### src/rtl/readout_frame_packer_if.sv
// readout_frame_packer_if: sample input, downstream FIFO write port and status bundle
interface readout_frame_packer_if #(
  parameter int DEPTH = 4
);
  logic                   en;
  logic                   done;
  logic [63:0]            data2pipe;
  logic                   fifo_full;
  logic                   wr_en;
  logic [31:0]            wr_data;
  logic [15:0]            drop_cnt;
  logic [$clog2(DEPTH):0] q_level;
  modport master (
    output en, done, data2pipe, fifo_full,
    input  wr_en, wr_data, drop_cnt, q_level
  );
  modport slave (
    input  en, done, data2pipe, fifo_full,
    output wr_en, wr_data, drop_cnt, q_level
  );
endinterface

### src/rtl/readout_frame_packer.sv
// readout_frame_packer: packs 40-bit conversion samples into tagged 32-bit word pairs for the host pipe FIFO
module readout_frame_packer #(
  parameter int DEPTH = 4
) (
  input logic                   SYS_CLK,
  input logic                   RST,
  readout_frame_packer_if.slave bus
);
  localparam int SEQ_W = 11;
  localparam int AW = $clog2(DEPTH);
  localparam int SW = SEQ_W + 40;
  localparam logic [AW:0] FULL = (AW + 1)'(DEPTH);
  typedef enum logic [1:0] {IDLE = 2'd0, EMIT1 = 2'd1} state_t;
  state_t           r_state;
  logic [SEQ_W-1:0] r_seq;
  logic             r_in_vld;
  logic [SW-1:0]    r_in;
  logic [SW-1:0]    r_mem [DEPTH];
  logic [AW-1:0]    r_wp;
  logic [AW-1:0]    r_rp;
  logic [AW:0]      r_level;
  logic             r_ovf;
  logic [15:0]      r_drop;
  logic             r_wr_en;
  logic [31:0]      r_wr_data;
  logic [31:0]      r_word1;
  logic             w_push;
  logic             w_drop;
  logic             w_pop;
  logic [SW-1:0]    w_head;
  logic [31:0]      w_word0;
  logic [7:0]       w_chk;
  logic             w_unused_hi;
  assign w_unused_hi = ^bus.data2pipe[63:40];
  assign w_push  = r_in_vld && (r_level < FULL);
  assign w_drop  = r_in_vld && !w_push;
  assign w_pop   = (r_state == IDLE) && (r_level != '0) && !bus.fifo_full;
  assign w_head  = r_mem[r_rp];
  assign w_word0 = {4'hA, r_ovf, w_head[SW-1:40], w_head[39:24]};
  assign w_chk   = w_word0[31:24] ^ w_word0[23:16] ^ w_word0[15:8] ^ w_word0[7:0]
                 ^ w_head[23:16] ^ w_head[15:8] ^ w_head[7:0];
  assign bus.wr_en    = r_wr_en;
  assign bus.wr_data  = r_wr_data;
  assign bus.drop_cnt = r_drop;
  assign bus.q_level  = r_level;
  // Capture a strobed sample with its sequence tag; the tag advances even if the sample is later dropped
  always_ff @(posedge SYS_CLK) begin
    if (RST) begin
      r_in_vld <= 1'b0;
      r_in     <= '0;
      r_seq    <= '0;
    end else begin
      r_in_vld <= bus.en & bus.done;
      r_in     <= {r_seq, bus.data2pipe[39:0]};
      r_seq    <= !bus.en ? '0 : bus.done ? r_seq + 1'b1 : r_seq;
    end
  end
  // Sample queue storage; slot contents need no reset since pointers define validity
  always_ff @(posedge SYS_CLK) begin
    if (w_push) r_mem[r_wp] <= r_in;
  end
  // Queue pointers and occupancy; a pop in the same cycle does not make room for a push
  always_ff @(posedge SYS_CLK) begin
    if (RST) begin
      r_wp    <= '0;
      r_rp    <= '0;
      r_level <= '0;
    end else begin
      r_wp    <= w_push ? r_wp + 1'b1 : r_wp;
      r_rp    <= w_pop ? r_rp + 1'b1 : r_rp;
      r_level <= r_level + {{AW{1'b0}}, w_push} - {{AW{1'b0}}, w_pop};
    end
  end
  // Saturating drop counter and overflow flag; a fresh drop outranks the clear on word0 emission
  always_ff @(posedge SYS_CLK) begin
    if (RST) begin
      r_drop <= '0;
      r_ovf  <= 1'b0;
    end else begin
      r_drop <= (w_drop && r_drop != 16'hFFFF) ? r_drop + 16'd1 : r_drop;
      r_ovf  <= w_drop ? 1'b1 : w_pop ? 1'b0 : r_ovf;
    end
  end
  // Emitter: word0 on pop, word1 of the same held sample next, each only while the FIFO has room
  always_ff @(posedge SYS_CLK) begin
    if (RST) begin
      r_state   <= IDLE;
      r_wr_en   <= 1'b0;
      r_wr_data <= '0;
      r_word1   <= '0;
    end else begin
      case (r_state)
        IDLE: begin
          r_wr_en <= w_pop;
          if (w_pop) begin
            r_wr_data <= w_word0;
            r_word1   <= {w_head[23:0], w_chk};
            r_state   <= EMIT1;
          end
        end
        EMIT1: begin
          r_wr_en <= !bus.fifo_full;
          if (!bus.fifo_full) begin
            r_wr_data <= r_word1;
            r_state   <= IDLE;
          end
        end
        default: begin
          r_wr_en <= 1'b0;
          r_state <= IDLE;
        end
      endcase
    end
  end
endmodule
### src/flat_wrapper.sv
// flat-port wrapper written by rule: the top's interface ports become plain ports
module readout_frame_packer_flat 
#(
  parameter int DEPTH = 4
)
  (SYS_CLK, RST, bus_en, bus_done, bus_data2pipe, bus_fifo_full, bus_wr_en, bus_wr_data, bus_drop_cnt, bus_q_level);
  readout_frame_packer_if #(.DEPTH(DEPTH)) bus_i ();
  input logic SYS_CLK;
  input logic RST;
  input wire logic [$bits(bus_i.en)-1:0] bus_en;
  input wire logic [$bits(bus_i.done)-1:0] bus_done;
  input wire logic [$bits(bus_i.data2pipe)-1:0] bus_data2pipe;
  input wire logic [$bits(bus_i.fifo_full)-1:0] bus_fifo_full;
  output wire logic [$bits(bus_i.wr_en)-1:0] bus_wr_en;
  output wire logic [$bits(bus_i.wr_data)-1:0] bus_wr_data;
  output wire logic [$bits(bus_i.drop_cnt)-1:0] bus_drop_cnt;
  output wire logic [$bits(bus_i.q_level)-1:0] bus_q_level;
  assign bus_i.en = bus_en;
  assign bus_i.done = bus_done;
  assign bus_i.data2pipe = bus_data2pipe;
  assign bus_i.fifo_full = bus_fifo_full;
  assign bus_wr_en = bus_i.wr_en;
  assign bus_wr_data = bus_i.wr_data;
  assign bus_drop_cnt = bus_i.drop_cnt;
  assign bus_q_level = bus_i.q_level;
  readout_frame_packer #(.DEPTH(DEPTH)) u_core (.SYS_CLK(SYS_CLK), .RST(RST), .bus(bus_i));
endmodule
### config.mk
export PLATFORM = sky130hd
export DESIGN_NAME = readout_frame_packer_flat
export DESIGN_NICKNAME = d
export VERILOG_FILES = /design/src/rtl/readout_frame_packer_if.sv /design/src/rtl/readout_frame_packer.sv /design/src/flat_wrapper.sv
export SDC_FILE = /design/constraint.sdc
export NUM_CORES = 1
export LEC_CHECK = 0
export ABC_CLOCK_PERIOD_IN_PS = 3300
export CORE_UTILIZATION = 52
export DETAILED_ROUTE_END_ITERATION = 10
export GPL_TIMING_DRIVEN = 0
export PLACE_DENSITY = 0.82
export SYNTH_ARGS = -nofsm -noshare
export SYNTH_HDL_FRONTEND = slang
export SYNTH_SLANG_ARGS = --single-unit
### constraint.sdc
create_clock -name SYS_CLK -period 3.3 [get_ports SYS_CLK]
set_input_delay 0.99 -clock SYS_CLK [delete_from_list [all_inputs] [get_ports SYS_CLK]]
set_output_delay 0.99 -clock SYS_CLK [all_outputs]
set_load 0.1 [all_outputs]
==> results of run 1 <==
[registers in the layout (all words and copies together) (netlist names), named ones only]
name and cells:
u_core.bus.drop_cnt 16, u_core.bus.q_level 3, u_core.bus.wr_data 32, u_core.bus.wr_en 1
u_core.r_in 51, u_core.r_in_vld 1, u_core.r_mem 204, u_core.r_ovf 1
u_core.r_rp 2, u_core.r_seq 11, u_core.r_state 1, u_core.r_word1 32
u_core.r_wp 2
[synth_stat cells (4+ instances only)]
| master | n |
|---|---|
| edfxtp_1 | 204 |
| dfxtp_1 | 155 |
| nand2_1 | 66 |
| nor2_1 | 63 |
| nor2b_1 | 55 |
| mux4_2 | 51 |
| xnor2_1 | 39 |
| clkbuf_1 | 37 |
| inv_1 | 36 |
| and2_1 | 35 |
| a21oi_1 | 34 |
| xor2_1 | 31 |
| a2111oi_0 | 28 |
| a211oi_1 | 28 |
| nand4_1 | 10 |
| buf_2 | 8 |
| ha_1 | 8 |
| o21ai_0 | 8 |
| nand3b_1 | 6 |
| and3_1 | 5 |
| nand3_1 | 5 |
| or3_1 | 5 |
| and4_1 | 4 |
| buf_1 | 4 |
[worst register-to-register path, cell delays in order (launching register included)]
cell,delay (ns)
dfxtp_1,0.45
nor3_1,0.11
or3_1,0.36
inv_2,0.17
buf_6,0.22
ha_1,0.15
inv_1,0.04
ha_1,0.18
fa_1,0.39
xnor2_1,0.18
xnor2_1,0.14
nor2_1,0.06
[power by group through the flow]
stage	logic, W	clock network [W]	registers (W)
6_report	0.00331	0.00402	0.00524
5_1_grt	0.00352	0.00424	0.00527
4_1_cts	0.00329	0.00406	0.00523
3_5_place_dp	0.00327	0	0.00533
3_3_place_gp	0.00322	0	0.00531
2_1_floorplan	0.00186	0	0.00587
[layer usage]
layer,part of all wire,track usage,up-vias
li1,-,-,3721
met1,0.41,0.304,3948
met2,0.48,0.378,361
met3,0.078,0.0444,77
met4,0.034,0.0972,2
met5,0.00044,0,-
[kinds of logic (layout without fill, tap and decap cells)]
logic type	after synthesis	in the layout	synth area share
adders and majority gates	9	9	0.00884
and+or+nand+nor	260	260	0.0970
AOI/OAI and AO/OA	109	109	0.0554
xor gates and xnor gates	70	70	0.0451
muxes	53	53	0.0860
buffers and inverters	90	253	0.0282
DFF	359	359	0.679
[worst max-delay path by stage]
stage,to,from,slack [ns],depth (start not counted)
after floorplan,u_core.bus.q_level[2],u_core.bus.q_level[2],0.02,12
after global placement,u_core.bus.q_level[2],bus_fifo_full,-0.84,12
after detailed placement,u_core.bus.q_level[2],bus_fifo_full,-0.85,12
after CTS,u_core.bus.q_level[2],bus_fifo_full,0.02,11
after global routing,u_core.bus.q_level[2],bus_fifo_full,0.09,11
final,bus_drop_cnt[2],u_core.bus.drop_cnt[2],0.16,1
[per-stage QoR]
step	total power, W	TNS [ns]	cells	cell area (sq um)	setup WS (ns)
finish	0.0126	0	1443	16200	0.163
global route	0.0130	0	1443	16200	0.0868
CTS	0.0126	0	1443	16200	0.0190
detailed placement	0.00859	-2.01	1378	15000	-0.846
global placement	0.00853	-10.12	1375	14900	-0.839
floorplan	0.00773	0	950	13600	0.0153
[timing repair]
| item | in CTS | in global routing |
|---|---|---|
| gates cloned | 0 | 0 |
| resized for setup | 0 | 4 |
| hold buffers | 0 | 0 |
| endpoints found under the setup margin | 2 | 2 |
[layout make-up]
class,instances,area share
buffer,53,0.0155
clock buffer,52,0.0638
clock inverter,14,0.00866
inverter,36,0.00835
multi-input combinational,501,0.246
sequential,359,0.570
tap,330,0.0255
timing repair buffer,98,0.0625
==> metrics.md, run 1 <==
| Metric | Value |
|---|---|
| Yosys reg bits | `359` |
| Global-route wire length before repair | `45800 um` |
| Critical Path RT | `approximately 2.3 ns` |
| Cells after Synth | `950` |
| Outcome | `finished clean` |
| CP Max Fanout | `7` |
| TritonCTS sink count | `359` |
| Mapped Area | `around 0.014 sq mm` |
| Worst Hold Depth | `2` |
| Clock Tree Buf Depth | `3` |
| Cells along the critical path | `clkdlybuf4s50_1` |
| Seq/Total Area, Yosys | `0.679` |
| Crit path max-delay family | `buffers and inverters` |
| Share of the synthesized area in the top cell type | `0.451` |
| Min Tclk post-route | `~3.1 ns` |
| Final-report max-slew violation count | `0` |
| Final number of setup-violating endpoints | `0` |
| Most frequent cells in the layout | `edfxtp_1, dfxtp_1, clkdlybuf4s50_1, nand2_1, nor2_1` |
| Floorplan core area | `0.0254 sq mm` |
| Floorplan row count | `between 50 and 60` |
| Die area | `0.0268 sq mm` |
| Worst-Margin Slew | `a little under 1 ns` |
| Number of buffers created by CTS | `36` |
| ANT nets after route | `0` |
| Hold WC Path Type | `reg2reg` |
| Vias in the first global route | `8080` |
| Drt first pass iters | `5` |
| Synth Flop Type | `edfxtp_1` |
| Sequential cell area | `0.00923 sq mm` |
| Yosys warning count | `0` |
| Die Wd | `164 um` |
| Post-CTS setup buffer count | `0` |
| Initial Utilization | `0.535` |
| Total wire length | `29800 um` |
| Filler cells | `1806` |
| Net Sw Power | `approximately 0.0039 W` |
| Post-layout util | `0.637` |
| R2r endpoint | `u_core.bus.q_level[2]` |
| Placer Congestion | `0.930` |
| Gr ovfl total | `0` |
| Layout cells sized above 1 | `0.114` |
| Startpoint Class | `flip-flop` |
| Max-cap viol count | `0` |
| Slew headroom | `0.345` |
| GR Util All Layers | `0.232` |
| Final hold viol count | `0` |
| Nets | `1163` |
| Combinational Power Share | `0.264` |
| Post-synth top area cell | `edfxtp_1` |
| Worst hold start | `u_core.r_word1[22]` |
| Mapped Nets | `1028` |
| Skew-Pair Late Insertion Delay | `0.53 ns` |
| Synth top area cells | `edfxtp_1, dfxtp_1, mux4_2` |
| Asr flop ratio synth | `0` |
| Buf+Inv Stages, Crit Path | `1` |
| Multi-input logic area | `0.00398 sq mm` |
| Root buf cell | `clkbuf_16` |
| FF-to-FF path depth | `11` |
| Area Overhead vs Synth | `19.2%` |
| Peak supply drop | `0.489 mV` |
| Initial antenna violation count | `1` |
| Largest net degree at the start of global routing | `52` |
| Slowest stage cell, crit path | `clkdlybuf4s50_1` |
| # port buffers | `95` |
| Die height | `164 um` |
| PD cells | `approximately 780 mW/mm^2` |
| Post-DR wirelength/cell | `slightly above 20 um` |
| Critical Path Max Stage Delay | `1.18 ns` |
| Clock Skews | `0.0207 ns` |
| Reg power frac | `0.417` |
| Reg-to-Reg Start | `u_core.bus.q_level[2]` |
| Hold path endpoint | `u_core.r_word1[22]` |
| RSZ-0062 raised after global routing | `false` |
| Switch share | `0.313` |
| CTS tree | `built` |
| Commonest non-fill, non-tap cell in the layout | `edfxtp_1` |
| Io pins | `about 120` |
| DRC viols | `0` |
| EDFF count, synth | `204` |
| Clock Power Share | `0.320` |
| Synthesized area per cell | `14.3 sq um` |
| Type of the worst setup path | `reg2out` |
| P_leak | `5.49 nW` |
| Dpl hpwl | `20300 um` |
| Peak Freq | `319 MHz` |
| Hold Slack | `approximately 0.46 ns` |
| Crit path DAT | `2.15 ns` |
| Clk slew on worst S/H paths | `approximately 0.060 ns` |
| Vias per cell | `around 5.6` |
| Power Internal | `roughly 0.0086 W` |
| Distinct cells, synth | `38` |
| ANT cells | `0` |
| CP endpoint kind | `output port` |
| H-Tree Level Count | `2` |
| DRT iter0 DRCs | `859` |
| Vias | `8109` |
| Reg2Reg Setup Slack | `0.72 ns` |
| Tcrit/Tclk final | `0.951` |
Power figures use the tool's default switching activity.
==> run 2: changes to the inputs <==
--- a/config.mk
+++ b/config.mk
@@ -9,6 +9,7 @@
 export CORE_UTILIZATION = 52
 export DETAILED_ROUTE_END_ITERATION = 10
 export GPL_TIMING_DRIVEN = 0
+export MAX_ROUTING_LAYER = met4
 export PLACE_DENSITY = 0.82
 export SYNTH_ARGS = -nofsm -noshare
 export SYNTH_HDL_FRONTEND = slang
==> run 2 against run 1 <==
Net effect: cell count hardly changed; clock skew fell by 0.0024 ns; die area unchanged; total power fell by 1.8%; non-clock buffer count is 1 higher; critical path depth unchanged; critical path type unchanged; highest routed layer is now met4.
==> metrics.md, run 2 (synthesis gave the netlist of run 1 again) <==
| Metric | Value |
|---|---|
| RSZ-0062 raised after global routing | `false (unchanged)` |
| Outcome | `finished clean (unchanged)` |
| GRT met2 Usage | `0.371 (was 0.378)` |
| Die area | `0.0268 sq mm (unchanged)` |
| Grt peak-use layer | `met2 (unchanged)` |
| Skew-Pair Late Insertion Delay | `0.52 ns (was 0.53 ns)` |
| Number of flip-flops in the largest register | `204 (unchanged)` |
| Dpl cells | `1379 (was 1378)` |
| Largest regs | `u_core.r_mem x204, u_core.r_in x51 (unchanged)` |
| Tcrit/Tclk final | `0.949 (was 0.951)` |
| Pwr Total | `0.0123 W (was 0.0126 W)` |
| DRT iter0 DRCs | `807 (was 859)` |
| R2r endpoint | `u_core.bus.q_level[2] (unchanged)` |
| Hold WC Path Type | `reg2reg (unchanged)` |
| Initial antenna violation count | `0 (was 1)` |
| Die Wd | `164 um (unchanged)` |
| GR Util All Layers | `0.236 (was 0.232)` |
| Io pins | `121 (unchanged)` |
| CP endpoint kind | `output port (unchanged)` |
| Cells along the critical path | `clkdlybuf4s50_1 (unchanged)` |
| Clock Tree Buf Depth | `3 (unchanged)` |
| Reg2Reg Setup Slack | `0.74 ns (was 0.72 ns)` |
| Vias in the first global route | `7871 (was 8080)` |
| Vias per cell | `5.62 (about the same)` |
| Met3 GRT Util | `0.0452 (was 0.0444)` |
| Peak Freq | `319 MHz (about the same)` |
| CTS tree | `built (unchanged)` |
| Final setup TNS | `0 ns (unchanged)` |
| Clk slew on worst S/H paths | `0.06 ns (about the same)` |
| Met1 usage in global routing | `0.309 (was 0.304)` |
| Die height | `164 um (unchanged)` |
| Gr ovfl total | `0 (unchanged)` |
| Max-cap viol count | `0 (unchanged)` |
| Drt first pass iters | `6 (was 5)` |
| Crit path max-delay family | `buffers and inverters (unchanged)` |
| Min Tclk post-route | `3.13 ns (was 3.14 ns)` |
| Largest net degree at the start of global routing | `36 (was 52)` |
| Floorplan core area | `0.0254 sq mm (unchanged)` |
| FF-to-FF path depth | `11 (unchanged)` |
| Area Overhead vs Synth | `18.7% (was 19.2%)` |
| Post-CTS setup buffer count | `0 (unchanged)` |
| Final-report max-slew violation count | `0 (unchanged)` |
| Worst Hold Depth | `2 (unchanged)` |
| ANT cells | `0 (unchanged)` |
| Most frequent cells in the layout | `edfxtp_1, dfxtp_1, clkdlybuf4s50_1, nand2_1, nor2_1 (unchanged)` |
| Peak supply drop | `0.605 mV (was 0.489 mV)` |
| Slowest stage cell, crit path | `clkdlybuf4s50_1 (unchanged)` |
| Most flops, register | `u_core.r_mem (unchanged)` |
| Post-route insts no fill | `1442 (was 1443)` |
| Critical Path Max Stage Delay | `1.18 ns (about the same)` |
| Dpl hpwl | `20300 um (about the same)` |
| DRC viols | `0 (unchanged)` |
| Worst hold start | `u_core.r_word1[19] (was u_core.r_word1[22])` |
| Crit path DAT | `2.14 ns (was 2.15 ns)` |
| H-Tree Level Count | `2 (unchanged)` |
| Hold path endpoint | `u_core.r_word1[19] (was u_core.r_word1[22])` |
| Root buf cell | `clkbuf_16 (unchanged)` |
| Vias | `8106 (was 8109)` |
| Startpoint Class | `flip-flop (unchanged)` |
| P_leak | `5.46 nW (was 5.49 nW)` |
| Worst-Margin Slew | `0.993 ns (was 0.979 ns)` |
| CP Max Fanout | `7 (unchanged)` |
| Type of the worst setup path | `reg2out (unchanged)` |
| Dpl cell area | `0.0150 sq mm (about the same)` |
| Nets | `1164 (was 1163)` |
| Placer Congestion | `0.930 (about the same)` |
| Commonest non-fill, non-tap cell in the layout | `edfxtp_1 (unchanged)` |
| Critical Path RT | `2.31 ns (about the same)` |
| Hold Slack | `0.454 ns (was 0.457 ns)` |
| Floorplan row count | `58 (unchanged)` |
| Design Area, Final | `0.0161 sq mm (was 0.0162 sq mm)` |
| Post-DR wirelength/cell | `20.3 um (was 20.6 um)` |
| Filler cells | `1838 (was 1806)` |
| Final hold viol count | `0 (unchanged)` |
| Initial Utilization | `0.535 (unchanged)` |
| Clock Skews | `0.0183 ns (was 0.0207 ns)` |
| # port buffers | `95 (unchanged)` |
| Slew headroom | `0.336 (was 0.345)` |
| Total wire length | `29300 um (was 29800 um)` |
| Reg-to-Reg Start | `u_core.bus.q_level[2] (unchanged)` |
| CTS Hold Buffers Added | `0 (unchanged)` |
| Buf+Inv Stages, Crit Path | `1 (unchanged)` |
| PD cells | `766 mW/mm^2 (was 776 mW/mm^2)` |
| Layout cells sized above 1 | `0.109 (was 0.114)` |
| TritonCTS sink count | `359 (unchanged)` |
| Number of buffers created by CTS | `36 (unchanged)` |
| Final number of setup-violating endpoints | `0 (unchanged)` |
| Global-route wire length before repair | `45300 um (was 45800 um)` |
| ANT nets after route | `0 (unchanged)` |
[run 2: metal layers]
metal	wire length, um	vias up
met5	0	-
met4	854	0
met1	12300	4025
met2	14200	306
met3	2000	65
li1	-	3710
[run 2: what timing repair did]
action	CTS	global route
gates resized for setup	1	2
endpoints found under the setup margin	2	1
hold endpoints to repair	0	0
pin swaps	0	0
[run 2: cell type report]
type	count	area, sq um	share of cell area
Clock inverter	14	85.1	0.00528
Clock buffer	50	1000	0.0623
Sequential cell	359	9230	0.572
Tap cell	330	413	0.0256
Timing Repair Buffer	99	1030	0.0639
Buffer	53	250	0.0155
Inverter	36	135	0.00838
Multi-Input combinational cell	501	3980	0.247
[run 2: worst max-delay path by stage]
stage | from | end | slack, ns | cells past startpoint
after floorplan | u_core.bus.q_level[2] | u_core.bus.q_level[2] | 0.02 | 12
after global placement | bus_fifo_full | u_core.bus.q_level[2] | -0.82 | 12
after detailed placement | bus_fifo_full | u_core.bus.q_level[2] | -0.87 | 12
after CTS | bus_fifo_full | u_core.bus.q_level[2] | 0.11 | 11
after global routing | u_core.bus.drop_cnt[2] | bus_drop_cnt[2] | 0.1 | 1
final | u_core.bus.drop_cnt[2] | bus_drop_cnt[2] | 0.17 | 1
[run 2: power breakdown]
group,switching [W],internal (W),leakage [nW],total (W)
sequential,0.000217,0.00502,3.21,0.00524
combinational,0.00205,0.00126,1.71,0.00331
clock,0.00160,0.00220,0.536,0.00380
total,0.00387,0.00848,5.46,0.0123
[run 2: per-stage QoR]
| stage | utilization | setup slack, ns |
|---|---|---|
| floorplan | - | 0.0153 |
| global placement | 0.588 | -0.818 |
| detailed placement | 0.592 | -0.875 |
| CTS | 0.635 | 0.105 |
| global route | 0.635 | 0.0966 |
| finish | 0.635 | 0.167 |
[run 2: worst register-to-register path, delay by kind of cell, from the launching register on]
family	cells	cell delay, ns
buf+inv	3	0.42
simple gates	3	0.53
xor+xnor	2	0.34
fa+ha+maj	3	0.71
flops	1	0.44
